===== config.mk =====
export PLATFORM = sky130hd
export DESIGN_NAME = sync_fifo_param
export DESIGN_NICKNAME = d
export VERILOG_FILES = /design/src/rtl/fifo_pkg.sv /design/src/rtl/fifo_ram_dp.sv /design/src/rtl/sync_fifo_param.sv
export SDC_FILE = /design/constraint.sdc
export NUM_CORES = 1
export LEC_CHECK = 0
export ABC_AREA = 0
export ABC_CLOCK_PERIOD_IN_PS = 2760
export CORE_ASPECT_RATIO = 0.75
export CORE_UTILIZATION = 30
export CTS_CLUSTER_DIAMETER = 80
export CTS_CLUSTER_SIZE = 28
export DETAILED_ROUTE_END_ITERATION = 10
export PLACE_DENSITY = 0.45
export SYNTH_ARGS = -nofsm -noshare
export SYNTH_HDL_FRONTEND = slang
export SYNTH_SLANG_ARGS = --single-unit
export TNS_END_PERCENT = 5

===== constraint.sdc =====
create_clock -name clk -period 2.76 [get_ports clk]
set_input_delay 0.276 -clock clk [delete_from_list [all_inputs] [get_ports clk]]
set_output_delay 0.276 -clock clk [all_outputs]
set_load 0.005 [all_outputs]

===== src/rtl/fifo_pkg.sv =====
// Shared constants and helpers for the parametrised single-clock FIFO family.
package fifo_pkg;

  localparam int DEF_DWIDTH = 8;
  localparam int DEF_DEPTH  = 16;

  // The occupancy counter needs one more bit than the pointers so it can hold DEPTH.
  function automatic int cnt_width(input int depth);
    return $clog2(depth) + 1;
  endfunction

endpackage


===== src/rtl/fifo_ram_dp.sv =====
// One-write/one-read register-array storage.
// The write is synchronous and the read is asynchronous, so either read mode can be built on top.
module fifo_ram_dp #(
  parameter int DWIDTH = 8,
  parameter int AWIDTH = 4
) (
  input  logic              clk,
  input  logic              we,
  input  logic [AWIDTH-1:0] waddr,
  input  logic [DWIDTH-1:0] wdata,
  input  logic [AWIDTH-1:0] raddr,
  output logic [DWIDTH-1:0] rdata
);

  logic [DWIDTH-1:0] mem_q [2**AWIDTH];

  always_ff @(posedge clk) begin
    if (we) begin
      mem_q[waddr] <= wdata;
    end
  end

  assign rdata = mem_q[raddr];

endmodule


===== src/rtl/sync_fifo_param.sv =====
// Single-clock parametrised FIFO with thresholds, an occupancy count, an optional FWFT read mode,
// a flush input and sticky error flags.
module sync_fifo_param
  import fifo_pkg::*;
#(
  parameter int DWIDTH    = DEF_DWIDTH,
  parameter int DEPTH     = DEF_DEPTH,
  parameter int AFULL_TH  = DEPTH - 2,
  parameter int AEMPTY_TH = 2,
  parameter bit FWFT      = 1'b0
) (
  input  logic                        clk,
  input  logic                        rst,
  input  logic                        winc,
  input  logic [DWIDTH-1:0]           wdata,
  input  logic                        rinc,
  input  logic                        flush,
  input  logic                        clr_err,
  output logic [DWIDTH-1:0]           rdata,
  output logic                        rvalid,
  output logic                        wfull,
  output logic                        afull,
  output logic                        rempty,
  output logic                        aempty,
  output logic [cnt_width(DEPTH)-1:0] count,
  output logic                        overflow,
  output logic                        underflow
);

  localparam int AW = $clog2(DEPTH);
  localparam int CW = cnt_width(DEPTH);

  if (DWIDTH < 1 || DEPTH < 4 || (DEPTH & (DEPTH - 1)) != 0 ||
      AFULL_TH < 1 || AFULL_TH > DEPTH || AEMPTY_TH < 0 || AEMPTY_TH > DEPTH - 1) begin : g_bad_param
    $fatal(1, "sync_fifo_param: illegal parameter combination");
  end

  logic [AW-1:0]     wptr_q, wptr_d, rptr_q, rptr_d;
  logic [CW-1:0]     count_q, count_d;
  logic [DWIDTH-1:0] rdata_q, rdata_d, ram_rdata;
  logic              rvalid_q, rvalid_d;
  logic              ovf_q, ovf_d, unf_q, unf_d;
  logic              rd_ok, wr_ok;

  // Handshake: a read is accepted when rinc is high and the FIFO holds data; a write is accepted
  // when winc is high and there is room, or room is being made by an accepted read in the same cycle.
  // Rejected requests set the sticky error flags; rdata is meaningful only while rvalid is high.
  assign rd_ok = rinc && (count_q != '0);
  assign wr_ok = winc && ((count_q != CW'(DEPTH)) || rd_ok);

  fifo_ram_dp #(
    .DWIDTH (DWIDTH),
    .AWIDTH (AW)
  ) u_ram (
    .clk   (clk),
    .we    (wr_ok && !flush && !rst),
    .waddr (wptr_q),
    .wdata (wdata),
    .raddr (rptr_q),
    .rdata (ram_rdata)
  );

  always_comb begin
    wptr_d   = wptr_q;
    rptr_d   = rptr_q;
    count_d  = count_q;
    rdata_d  = rdata_q;
    rvalid_d = 1'b0;
    ovf_d    = ovf_q;
    unf_d    = unf_q;
    if (flush) begin
      wptr_d  = '0;
      rptr_d  = '0;
      count_d = '0;
    end else begin
      if (wr_ok) wptr_d = wptr_q + AW'(1);
      if (rd_ok) begin
        rptr_d   = rptr_q + AW'(1);
        rdata_d  = ram_rdata;
        rvalid_d = 1'b1;
      end
      if (wr_ok && !rd_ok) count_d = count_q + CW'(1);
      if (rd_ok && !wr_ok) count_d = count_q - CW'(1);
      if (winc && !wr_ok) ovf_d = 1'b1;
      if (rinc && !rd_ok) unf_d = 1'b1;
    end
    // Clearing wins over a new error in the same cycle.
    if (clr_err) begin
      ovf_d = 1'b0;
      unf_d = 1'b0;
    end
  end

  always_ff @(posedge clk) begin
    if (rst) begin
      wptr_q   <= '0;
      rptr_q   <= '0;
      count_q  <= '0;
      rdata_q  <= '0;
      rvalid_q <= 1'b0;
      ovf_q    <= 1'b0;
      unf_q    <= 1'b0;
    end else begin
      wptr_q   <= wptr_d;
      rptr_q   <= rptr_d;
      count_q  <= count_d;
      rdata_q  <= rdata_d;
      rvalid_q <= rvalid_d;
      ovf_q    <= ovf_d;
      unf_q    <= unf_d;
    end
  end

  assign count     = count_q;
  assign wfull     = (count_q == CW'(DEPTH));
  assign afull     = (count_q >= CW'(AFULL_TH));
  assign rempty    = (count_q == '0);
  assign aempty    = (count_q <= CW'(AEMPTY_TH));
  assign overflow  = ovf_q;
  assign underflow = unf_q;
  assign rdata     = FWFT ? ram_rdata : rdata_q;
  assign rvalid    = FWFT ? !rempty : rvalid_q;

endmodule


==> reports/metrics.yaml, run 1 <==
place:
  gp_congestion: 0.764
  io_buffers: 33
  dp_hpwl_microns: 9130
  dp_worst_setup_slack_ns: 0.0798
logic_synthesis:
  dominantRegCellSynth: "edfxtp_1"
  avgSynthCellArea_sq_um: 17.8
  yosysWarnings: 0
  synthTopCellsByArea: "edfxtp_1 62%, mux4_2 9.4%, dfxtp_1 7.7%"
  yosysSeqAreaShare_pct: 69.4
  async_flop_share_pct: 0
  ys_ff_latch: 152
  synth_area_sq_um: 6230
  syn-num-nets: 373
  yosysUniqueCellTypes: 47
  synth_edf_count: 128
  yosysTopAreaCell: "edfxtp_1"
  synthCells: 350
  synth_top_area_share_pct: 61.7
clocking:
  cts-htree-levels: 4
  clk_pin_slew_ns: 0.06
  cts.sinks: 152
  clockRootBuffer: "clkbuf_16"
  post_cts_buffers: 0
  cts_buffers: 17
  cts_tree: "built"
  insertion_delay_ns: 0.42
  clock_path_buffers: 2
  postCtsHoldBufs: 0
route:
  drt_iter0_markers: 164
  via_per_inst: 4.74
  via_count: 3221
  drc: 0
  drt-total-wl_microns: 13700
  wire_per_inst_microns: 20.1
  drtPass1Iterations: 4
  antenna_left: 0
cells_and_area:
  final_nets: 431
  syn2layout_area_growth_pct: 21.8
  diodes: 0
  drive_above_1_share_pct: 22.6
  layout_commonest_cell: "edfxtp_1"
  layout_common_cells: "128 x edfxtp_1, 39 x nor2_1, 33 x clkdlybuf4s50_1"
power:
  peakVddDrop_mv: 0.303
  power_density_nw_per_um2: 665
  p_total_mw: 5.04
  p_leak_nw: 2.43
timing:
  setup_violations: 0
  setup_ws_ns: 0.213
  skew_ns: 0.00913
  relSlewSlack_pct: 33.6
  hold_slack_ns: 0.456
  clock.fmax_mhz: 393
  layout_worst_path_cycle_share_pct: 92.3
  rsz0062_at_grt: "false"
  tightest_slew_ns: 0.996
  report.final.hold_viol_count: 0
  fin_crit_ns: 2.55
  fin_tns_setup_ns: 0
  finalMaxSlewViolations: 0
worst_setup_path:
  cp.required_ns: 2.48
  crit_arrival_ns: 2.27
  crit_path_end_kind: "output pin"
  critPathMaxFanout: 8
  crit_type: "reg2out"
  worst-r2r-setup-slack_ns: 0.30
  startpoint_type: "flop"
floorplan:
  fp-row-count: 45
  io-pin-count: 34
  fp.coreArea_sq_um: 20300
  die_h_microns: 127
  die_area_sq_um: 21400
  die_w_microns: 168
  start_util_pct: 30.7
global_route:
  first_global_vias: 3386
  grtUsageTotal_pct: 14.0
  grt_overflow: 0
  grt_pass1_wl_microns: 21100
  grt_max_degree: 35
  antenna_found_initial: 0
run_status:
  status: "finished, final reports clean"
min_path:
  hold_path.class: "in2reg"
job:
  drv_cap: 0
## registers in the layout, summed over array words and instances, names as in the netlist
name and flops:
rptr_q 4, u_ram.mem_q 128, rdata 8, underflow 1
overflow 1, count 5, rvalid 1, wptr_q 4
## worst max-delay path, cell delays in order (launching register included)
cell and delay, ns:
dfxtp_1 0.41, or4_1 0.56, buf_4 0.22, nor2_1 0.14, clkdlybuf4s50_1 0.52
## Yosys cell counts, types with 2 or more instances
cell / n
or2_2: 2
xnor2_1: 2
nor2_1: 39
edfxtp_1: 128
nand2_1: 13
a2111oi_0: 2
a21oi_1: 5
nand3_1: 6
mux2i_1: 15
nor3_1: 2
ha_1: 8
dfxtp_1: 24
a221o_1: 8
buf_6: 3
buf_2: 5
mux2_2: 8
a211oi_1: 4
xor2_1: 3
inv_1: 9
clkbuf_1: 3
or3_1: 3
mux4_2: 26
nand2b_1: 2
o211ai_1: 2
mux4_1: 6
## routing by layer
metal / vias to the layer above / GRT usage [%] / part of all wire, %
li1: 1521 / - / -
met1: 1645 / 20.1 / 52
met2: 48 / 19.7 / 44
met3: 7 / 4.40 / 3.8
met4: 0 / 4.87 / 0.54
met5: - / 0 / 0
## timing repair
| item | in CTS | in global routing |
|---|---|---|
| resized for setup | 0 | 3 |
| hold endpoints to repair | 0 | 0 |
| endpoints found under the setup margin | 0 | 1 |
## power by group
group	leakage [nW]	switching (mW)	internal [mW]	total [mW]
clock network	0.299	0.867	1.48	2.34
logic	0.788	0.106	0.0832	0.189
registers	1.35	0.0100	2.50	2.51
## area by class of cell
type                    count  area, sq um
clock buffers              25          517
flip-flops and latches    152         4330
fillers                  1885        12700
clock inverters             7         88.8
inverters                  10         37.5
multi-input cells         173         1780
well taps                 258          323
repair buffers             54          513
## path summary, 6_finish.rpt
| path | end | startpoint | depth (start not counted) |
|---|---|---|---|
| setup / recovery | wfull | count[1]$_SDFFE_PP0P_ | 4 |
| hold / removal | underflow$_SDFFE_PP0P_ | clr_err | 2 |
| setup reg to reg | count[4]$_SDFFE_PP0P_ | count[4]$_SDFFE_PP0P_ | 8 |
| hold reg to reg | rdata[1]$_SDFFE_PP0P_ | rdata[1]$_SDFFE_PP0P_ | 1 |
## logic make-up after synthesis
logic type	count (synthesis)	synth area share [%]
AO/OA/AOI/OAI	32	4.80
multiplexers	55	15.8
buffers and inverters	25	2.31
adder cells (fa/ha/maj)	9	1.93
flip-flops	152	69.4
XOR/XNOR	5	0.703
AND/OR/NAND/NOR	72	5.06
## per-stage QoR
stage	utilization, %	area, sq um	cells
after global placement	34.3	6960	647
after floorplan	-	6230	350
final	37.4	7590	679
after detailed placement	34.3	6960	647
after CTS	37.3	7570	679
after global routing	37.4	7590	679
(Power assumes the default switching activity.)
==> run 2, diff against run 1 <==
--- a/config.mk
+++ b/config.mk
@@ -8,11 +8,13 @@
 export ABC_AREA = 0
 export ABC_CLOCK_PERIOD_IN_PS = 2760
 export CORE_ASPECT_RATIO = 0.75
+export CORE_MARGIN = 2
 export CORE_UTILIZATION = 30
 export CTS_CLUSTER_DIAMETER = 80
 export CTS_CLUSTER_SIZE = 28
 export DETAILED_ROUTE_END_ITERATION = 10
-export PLACE_DENSITY = 0.45
+export DONT_BUFFER_PORTS = 1
+export PLACE_DENSITY = 0.43
 export SYNTH_ARGS = -nofsm -noshare
 export SYNTH_HDL_FRONTEND = slang
 export SYNTH_SLANG_ARGS = --single-unit
==> run 2 against run 1 <==
Net effect: combinational power fell by 20%; flip-flop and latch count is the same; non-clock buffer count is 25 lower; hold slack got worse by 0.43 ns; clock power decreased by 5%; sequential share of layout area grew 2.2 points; routed wire length increased by 4.7%; die area grew 2.8%; critical endpoint is now count[4]$_SDFFE_PP0P_; largest power group unchanged; highest routed layer unchanged.
==> reports/metrics.yaml, run 2 (synthesis results as in run 1) <==
power:
  p_total_mw: 4.89  # -3.0%
  combPwrFrac_pct: 3.1  # -0.7 points
  peakVddDrop_mv: 0.443  # +46%
  p_switching_mw: 1.07  # +9.3%
  swShare_pct: 22.0  # +2.5 points
  p_int_mw: 3.82  # -6.0%
  power_density_nw_per_um2: 669  # +0.69%
  p_clk_share_pct: 45.6  # -0.9 points
  p_leak_nw: 2.31  # -5.0%
  p_seq_share_pct: 51.3  # +1.6 points
route:
  drtPass1Iterations: 4  # unchanged
  wire_per_inst_microns: 21.1  # +4.8%
  drt-total-wl_microns: 14300  # +4.7%
  drc: 0  # unchanged
  antenna_left: 0  # unchanged
  drt_iter0_markers: 260  # +59%
  via_count: 3225  # +0.12%
  via_per_inst: 4.76  # +0.27%
global_route:
  grtUsageTotal_pct: 14.0  # +0.024 points
  grt_pass1_wl_microns: 21400  # +1.3%
  antenna_found_initial: 0  # unchanged
  grt_overflow: 0  # unchanged
  first_global_vias: 3299  # -2.6%
  grt_max_degree: 35  # unchanged
timing:
  skew_ns: 0.00952  # +0.000393 ns
  fin_crit_ns: 2.47  # -0.0776 ns
  report.final.hold_viol_count: 0  # unchanged
  finalMaxSlewViolations: 0  # unchanged
  tightest_slew_ns: 1.11  # +0.116 ns
  layout_worst_path_cycle_share_pct: 89.5  # -2.8 points
  relSlewSlack_pct: 25.6  # -8.0 points
  clock.fmax_mhz: 405  # +3.1%
  setup_violations: 0  # unchanged
  fin_tns_setup_ns: 0  # unchanged
  rsz0062_at_grt: "false"
cells_and_area:
  multi_input_area_sq_um: 1760  # -1.1%
  diodes: 0  # unchanged
  drive_above_1_share_pct: 23.5  # +0.92 points
  largest_reg_flops: 128  # unchanged
  largest-register: "u_ram.mem_q"
  fill_cells: 1889  # +0.21%
  fin_cells: 678  # -0.15%
  syn2layout_area_growth_pct: 17.3
  final_nets: 406  # -5.8%
  layout_commonest_cell: "edfxtp_1"
  seqCellArea_sq_um: 4330  # unchanged
  layout_common_cells: "128 x edfxtp_1, 39 x nor2_1, 26 x mux4_2"
place:
  dp.cells: 635  # -1.9%
  gp_congestion: 0.765  # +0.21%
  io_buffers: 0  # -100%
  dp_hpwl_microns: 9190  # +0.63%
clocking:
  postCtsHoldBufs: 11  # +11
  ctsResizeCount: 0  # unchanged
  clockRootBuffer: "clkbuf_16"
  insertion_delay_ns: 0.42  # about the same
  cts-htree-levels: 4  # unchanged
  clock_path_buffers: 2  # unchanged
  post_cts_buffers: 0  # unchanged
  cts.sinks: 152  # unchanged
  clk_pin_slew_ns: 0.07  # about the same
  cts_tree: "built"
  cts_buffers: 17  # unchanged
worst_setup_path:
  critPathBufInv: 1  # -1
  crit_arrival_ns: 2.82  # +0.55 ns
  cp_common_cell: "a211oi_1"
  critPathMaxFanout: 8  # unchanged
  crit_type: "reg2reg"
  cp.required_ns: 3.11  # +0.63 ns
  cp_top_family: "compound AO/OA/AOI/OAI gates"
  slowest_delay_ns: 0.49  # -0.07 ns
  path_cells: "nor4_1, a211oi_1, inv_1, fa_1, nand2b_1, a2111oi_0, a211oi_1, a31oi_1"
  critPathSlowestCell: "dfxtp_1"
  crit_path_end_kind: "flop"
  startpoint_type: "flop"
floorplan:
  fp.coreArea_sq_um: 20300  # +0.28%
  io-pin-count: 34  # unchanged
  die_h_microns: 129  # +1.6%
  die_area_sq_um: 21900  # +2.8%
  die_w_microns: 170  # +1.2%
  start_util_pct: 30.6  # -0.085 points
  fp-row-count: 45  # unchanged
min_path:
  hold_path.class: "in2reg"
run_status:
  status: "finished, final reports clean"
job:
  drv_cap: 0  # unchanged
run 2: layout make-up:
| cell class | count | area share [%] |
|---|---|---|
| sequential | 152 | 59.2 |
| clock inverter | 15 | 2.00 |
| clock buffer | 17 | 5.82 |
| timing repair buffer | 29 | 3.53 |
| tap | 282 | 4.83 |
| multi-input combinational | 173 | 24.1 |
| inverter | 10 | 0.514 |
run 2: worst reg2reg max path, delay by kind of cell (launching register included):
kind	cells	cell delay [ns]
flip-flops	1	0.49
AND/OR/NAND/NOR	2	0.37
buffers and inverters	1	0.10
AO/OA/AOI/OAI	4	1.04
adder cells (fa/ha/maj)	1	0.40
run 2: power groups by stage:
stage,Combinational [mW],Clock (mW),Sequential (mW)
detailed placement,0.116,0,2.56
CTS,0.154,2.29,2.51
finish,0.152,2.23,2.51
floorplan,0.0901,0,2.55
global placement,0.117,0,2.56
global route,0.169,2.38,2.51
run 2: per-layer routing:
metal / up-vias / share of wire [%] / global-route usage [%]
li1: 1461 / - / -
met1: 1694 / 49 / 20.0
met2: 62 / 45 / 20.7
met3: 8 / 4.7 / 3.88
met4: 0 / 0.83 / 4.68
met5: - / 0 / 0
run 2: path summary, 6_finish.rpt:
| path | from | to | slack (ns) | cells after the start |
|---|---|---|---|---|
| max | count[1]$_SDFFE_PP0P_ | count[4]$_SDFFE_PP0P_ | 0.29 | 8 |
| max reg2reg | count[1]$_SDFFE_PP0P_ | count[4]$_SDFFE_PP0P_ | 0.29 | 8 |
| min reg2reg | rdata[6]$_SDFFE_PP0P_ | rdata[6]$_SDFFE_PP0P_ | 0.52 | 1 |
| min | rinc | rvalid$_SDFF_PP0_ | 0.03 | 2 |
run 2: metrics by stage:
step | setup WS [ns] | hold WS (ns) | instance area [sq um] | utilization (%)
floorplan | 0.161 | 0.353 | 6230 | -
global placement | 0.434 | 0.353 | 6630 | 32.6
detailed placement | 0.268 | 0.359 | 6630 | 32.6
CTS | 0.267 | 0.00956 | 7310 | 35.9
global route | 0.0683 | 0.0105 | 7310 | 35.9
finish | 0.291 | 0.0292 | 7310 | 35.9
==> run 3, diff against run 2 <==
--- a/config.mk
+++ b/config.mk
@@ -9,12 +9,12 @@
 export ABC_CLOCK_PERIOD_IN_PS = 2760
 export CORE_ASPECT_RATIO = 0.75
 export CORE_MARGIN = 2
-export CORE_UTILIZATION = 30
+export CORE_UTILIZATION = 25
 export CTS_CLUSTER_DIAMETER = 80
 export CTS_CLUSTER_SIZE = 28
 export DETAILED_ROUTE_END_ITERATION = 10
 export DONT_BUFFER_PORTS = 1
-export PLACE_DENSITY = 0.43
+export PLACE_DENSITY = 0.37
 export SYNTH_ARGS = -nofsm -noshare
 export SYNTH_HDL_FRONTEND = slang
 export SYNTH_SLANG_ARGS = --single-unit
==> run 3 against run 2 <==
Net effect: cell count grew 7.4%; total power up 1.2%; die area grew 19%; sequential share of layout area shrank 0.79 points; critical path depth did not move; clock skew increased by 0.0028 ns; largest cell class unchanged; flip-flop and latch count unchanged; first-iteration DRC count fell by 13%.
==> reports/metrics.yaml, run 3 (synthesis results as in run 1) <==
timing:
  fin_crit_ns: 2.49  # +0.0214 ns
  skew_ns: 0.0123  # +0.00277 ns
  relSlewSlack_pct: 24.4  # -1.2 points
  clock.fmax_mhz: 402  # -0.86%
  fin_tns_setup_ns: 0  # unchanged
  tightest_slew_ns: 1.13  # +0.0181 ns
  setup_violations: 0  # unchanged
  finalMaxSlewViolations: 0  # unchanged
  report.final.hold_viol_count: 0  # unchanged
  rsz0062_at_grt: "false"
  layout_worst_path_cycle_share_pct: 90.2  # +0.77 points
floorplan:
  die_h_microns: 141  # +9.3%
  start_util_pct: 25.7  # -4.9 points
  die_area_sq_um: 26200  # +19%
  fp.coreArea_sq_um: 24200  # +19%
  fp-row-count: 49  # +8.9%
  die_w_microns: 186  # +9.3%
  io-pin-count: 34  # unchanged
global_route:
  grt_busiest_layer: "met1"
  antenna_found_initial: 1  # +1
  grt_use_met2_pct: 16.8  # -3.9 points
  met3_usage_pct: 3.87  # about the same
  grt_overflow: 0  # unchanged
  grt_pass1_wl_microns: 22500  # +5.2%
  grtUsageTotal_pct: 12.3  # -1.7 points
  grt_max_degree: 35  # unchanged
  first_global_vias: 3319  # +0.61%
  use_met1_pct: 18.4  # -1.5 points
worst_setup_path:
  crit_start: "count[1]$_SDFFE_PP0P_"
  slowest_delay_ns: 0.48  # about the same
  cp_top_family: "compound AO/OA/AOI/OAI gates"
  critPathSlowestCell: "dfxtp_1"
  reg2reg_from: "count[1]$_SDFFE_PP0P_"
  path_cells: "nor4_1, a211oi_1, inv_1, fa_1, nand2b_1, a2111oi_0, a211oi_1, a31oi_1"
  critPathMaxFanout: 8  # unchanged
  crit_type: "reg2reg"
  crit_arrival_ns: 2.85  # +0.03 ns
  cp.required_ns: 3.12  # about the same
  crit_path_end_kind: "flop"
  critPathBufInv: 1  # unchanged
  startpoint_type: "flop"
  cp_common_cell: "a211oi_1"
route:
  drt-total-wl_microns: 15300  # +6.8%
  drtPass1Iterations: 4  # unchanged
  via_count: 3199  # -0.81%
  drc: 0  # unchanged
  wire_per_inst_microns: 21.0  # -0.52%
  via_per_inst: 4.39  # -7.6%
  antenna_left: 0  # unchanged
  drt_iter0_markers: 226  # -13%
cells_and_area:
  final_nets: 406  # unchanged
  layout_common_cells: "128 x edfxtp_1, 39 x nor2_1, 26 x mux4_2"
  multi_input_area_sq_um: 1760  # unchanged
  post-route-util_pct: 30.6  # -5.4 points
  layout_commonest_cell: "edfxtp_1"
  syn2layout_area_growth_pct: 18.9
  drive_above_1_share_pct: 23.5  # unchanged
  seqCellArea_sq_um: 4330  # unchanged
  largest-register: "u_ram.mem_q"
  largest_reg_flops: 128  # unchanged
  fill_cells: 2368  # +25%
  fin_cells: 728  # +7.4%
job:
  drv_cap: 0  # unchanged
clocking:
  post_cts_buffers: 0  # unchanged
  cts.sinks: 152  # unchanged
  cts_buffers: 17  # unchanged
  clk_pin_slew_ns: 0.07  # about the same
  cts-htree-levels: 4  # unchanged
  clockRootBuffer: "clkbuf_16"
  cts_tree: "built"
  insertion_delay_ns: 0.43  # about the same
  clock_path_buffers: 2  # unchanged
place:
  gp_congestion: 0.737  # -3.6%
  io_buffers: 0  # unchanged
  dp.cells: 684  # +7.7%
  dp_hpwl_microns: 9950  # +8.3%
min_path:
  min_from: "rinc"
  hold_path.class: "in2reg"
power:
  power_density_nw_per_um2: 668  # -0.19%
  p_leak_nw: 2.32  # +0.44%
  peakVddDrop_mv: 0.446  # +0.60%
  p_total_mw: 4.95  # +1.2%
run_status:
  status: "finished, final reports clean"
## run 3: changes by cell type in the layout (fill, tap and decap cells not counted)
cell       change
bufinv_16      -1
buf_4          -2
clkinv_4       -4
inv_8          +5
clkinv_2       -1
buf_12         +2
diode_2        +1
inv_6          -1
clkinv_8       +2
## run 3: worst reg2reg max path, delay by kind of cell (launching register included)
kind | cells | cell delay, ns
flops | 1 | 0.48
compound gates | 4 | 1.03
fa+ha+maj | 1 | 0.43
simple gates | 2 | 0.37
buf+inv | 1 | 0.10
## run 3: what timing repair did
action	4_1_cts	5_1_grt
gates resized for setup	0	0
hold buffers	11	0
hold endpoints to repair	130	0
## run 3: report_power, final
part	internal [mW]	leakage, nW	switching (mW)
clock network	1.21	0.280	1.07
registers	2.50	1.35	0.0108
logic	0.0594	0.696	0.0983
## run 3: cell type report
type	instances	share of cell area, %
sequential	152	58.4
multi-input combinational	173	23.8
clock buffer	17	5.74
antenna	1	0.0338
clock inverter	15	2.11
tap	331	5.59
timing repair buffer	29	3.82
inverter	10	0.507
## run 3: path summary, 6_finish.rpt
kind	endpoint	slack, ns	cells past startpoint
hold / removal	count[4]$_SDFFE_PP0P_	0.04	2
setup / recovery	count[4]$_SDFFE_PP0P_	0.27	8
setup reg to reg	count[4]$_SDFFE_PP0P_	0.27	8
hold reg to reg	rdata[4]$_SDFFE_PP0P_	0.53	1
## run 3: per-layer routing
| layer | wire [microns] | share of wire [%] |
|---|---|---|
| met1 | 8120 | 53 |
| met2 | 6340 | 42 |
| met3 | 710 | 4.6 |
| met4 | 110 | 0.72 |
| met5 | 0 | 0 |
## run 3: metrics by stage
step	setup slack [ns]	hold WS (ns)	area (sq um)
after floorplan	0.161	0.353	6230
after global placement	0.384	0.356	6710
after detailed placement	0.303	0.356	6710
after CTS	0.273	0.0163	7400
after global routing	0.0191	0.0184	7410
final	0.269	0.0392	7410
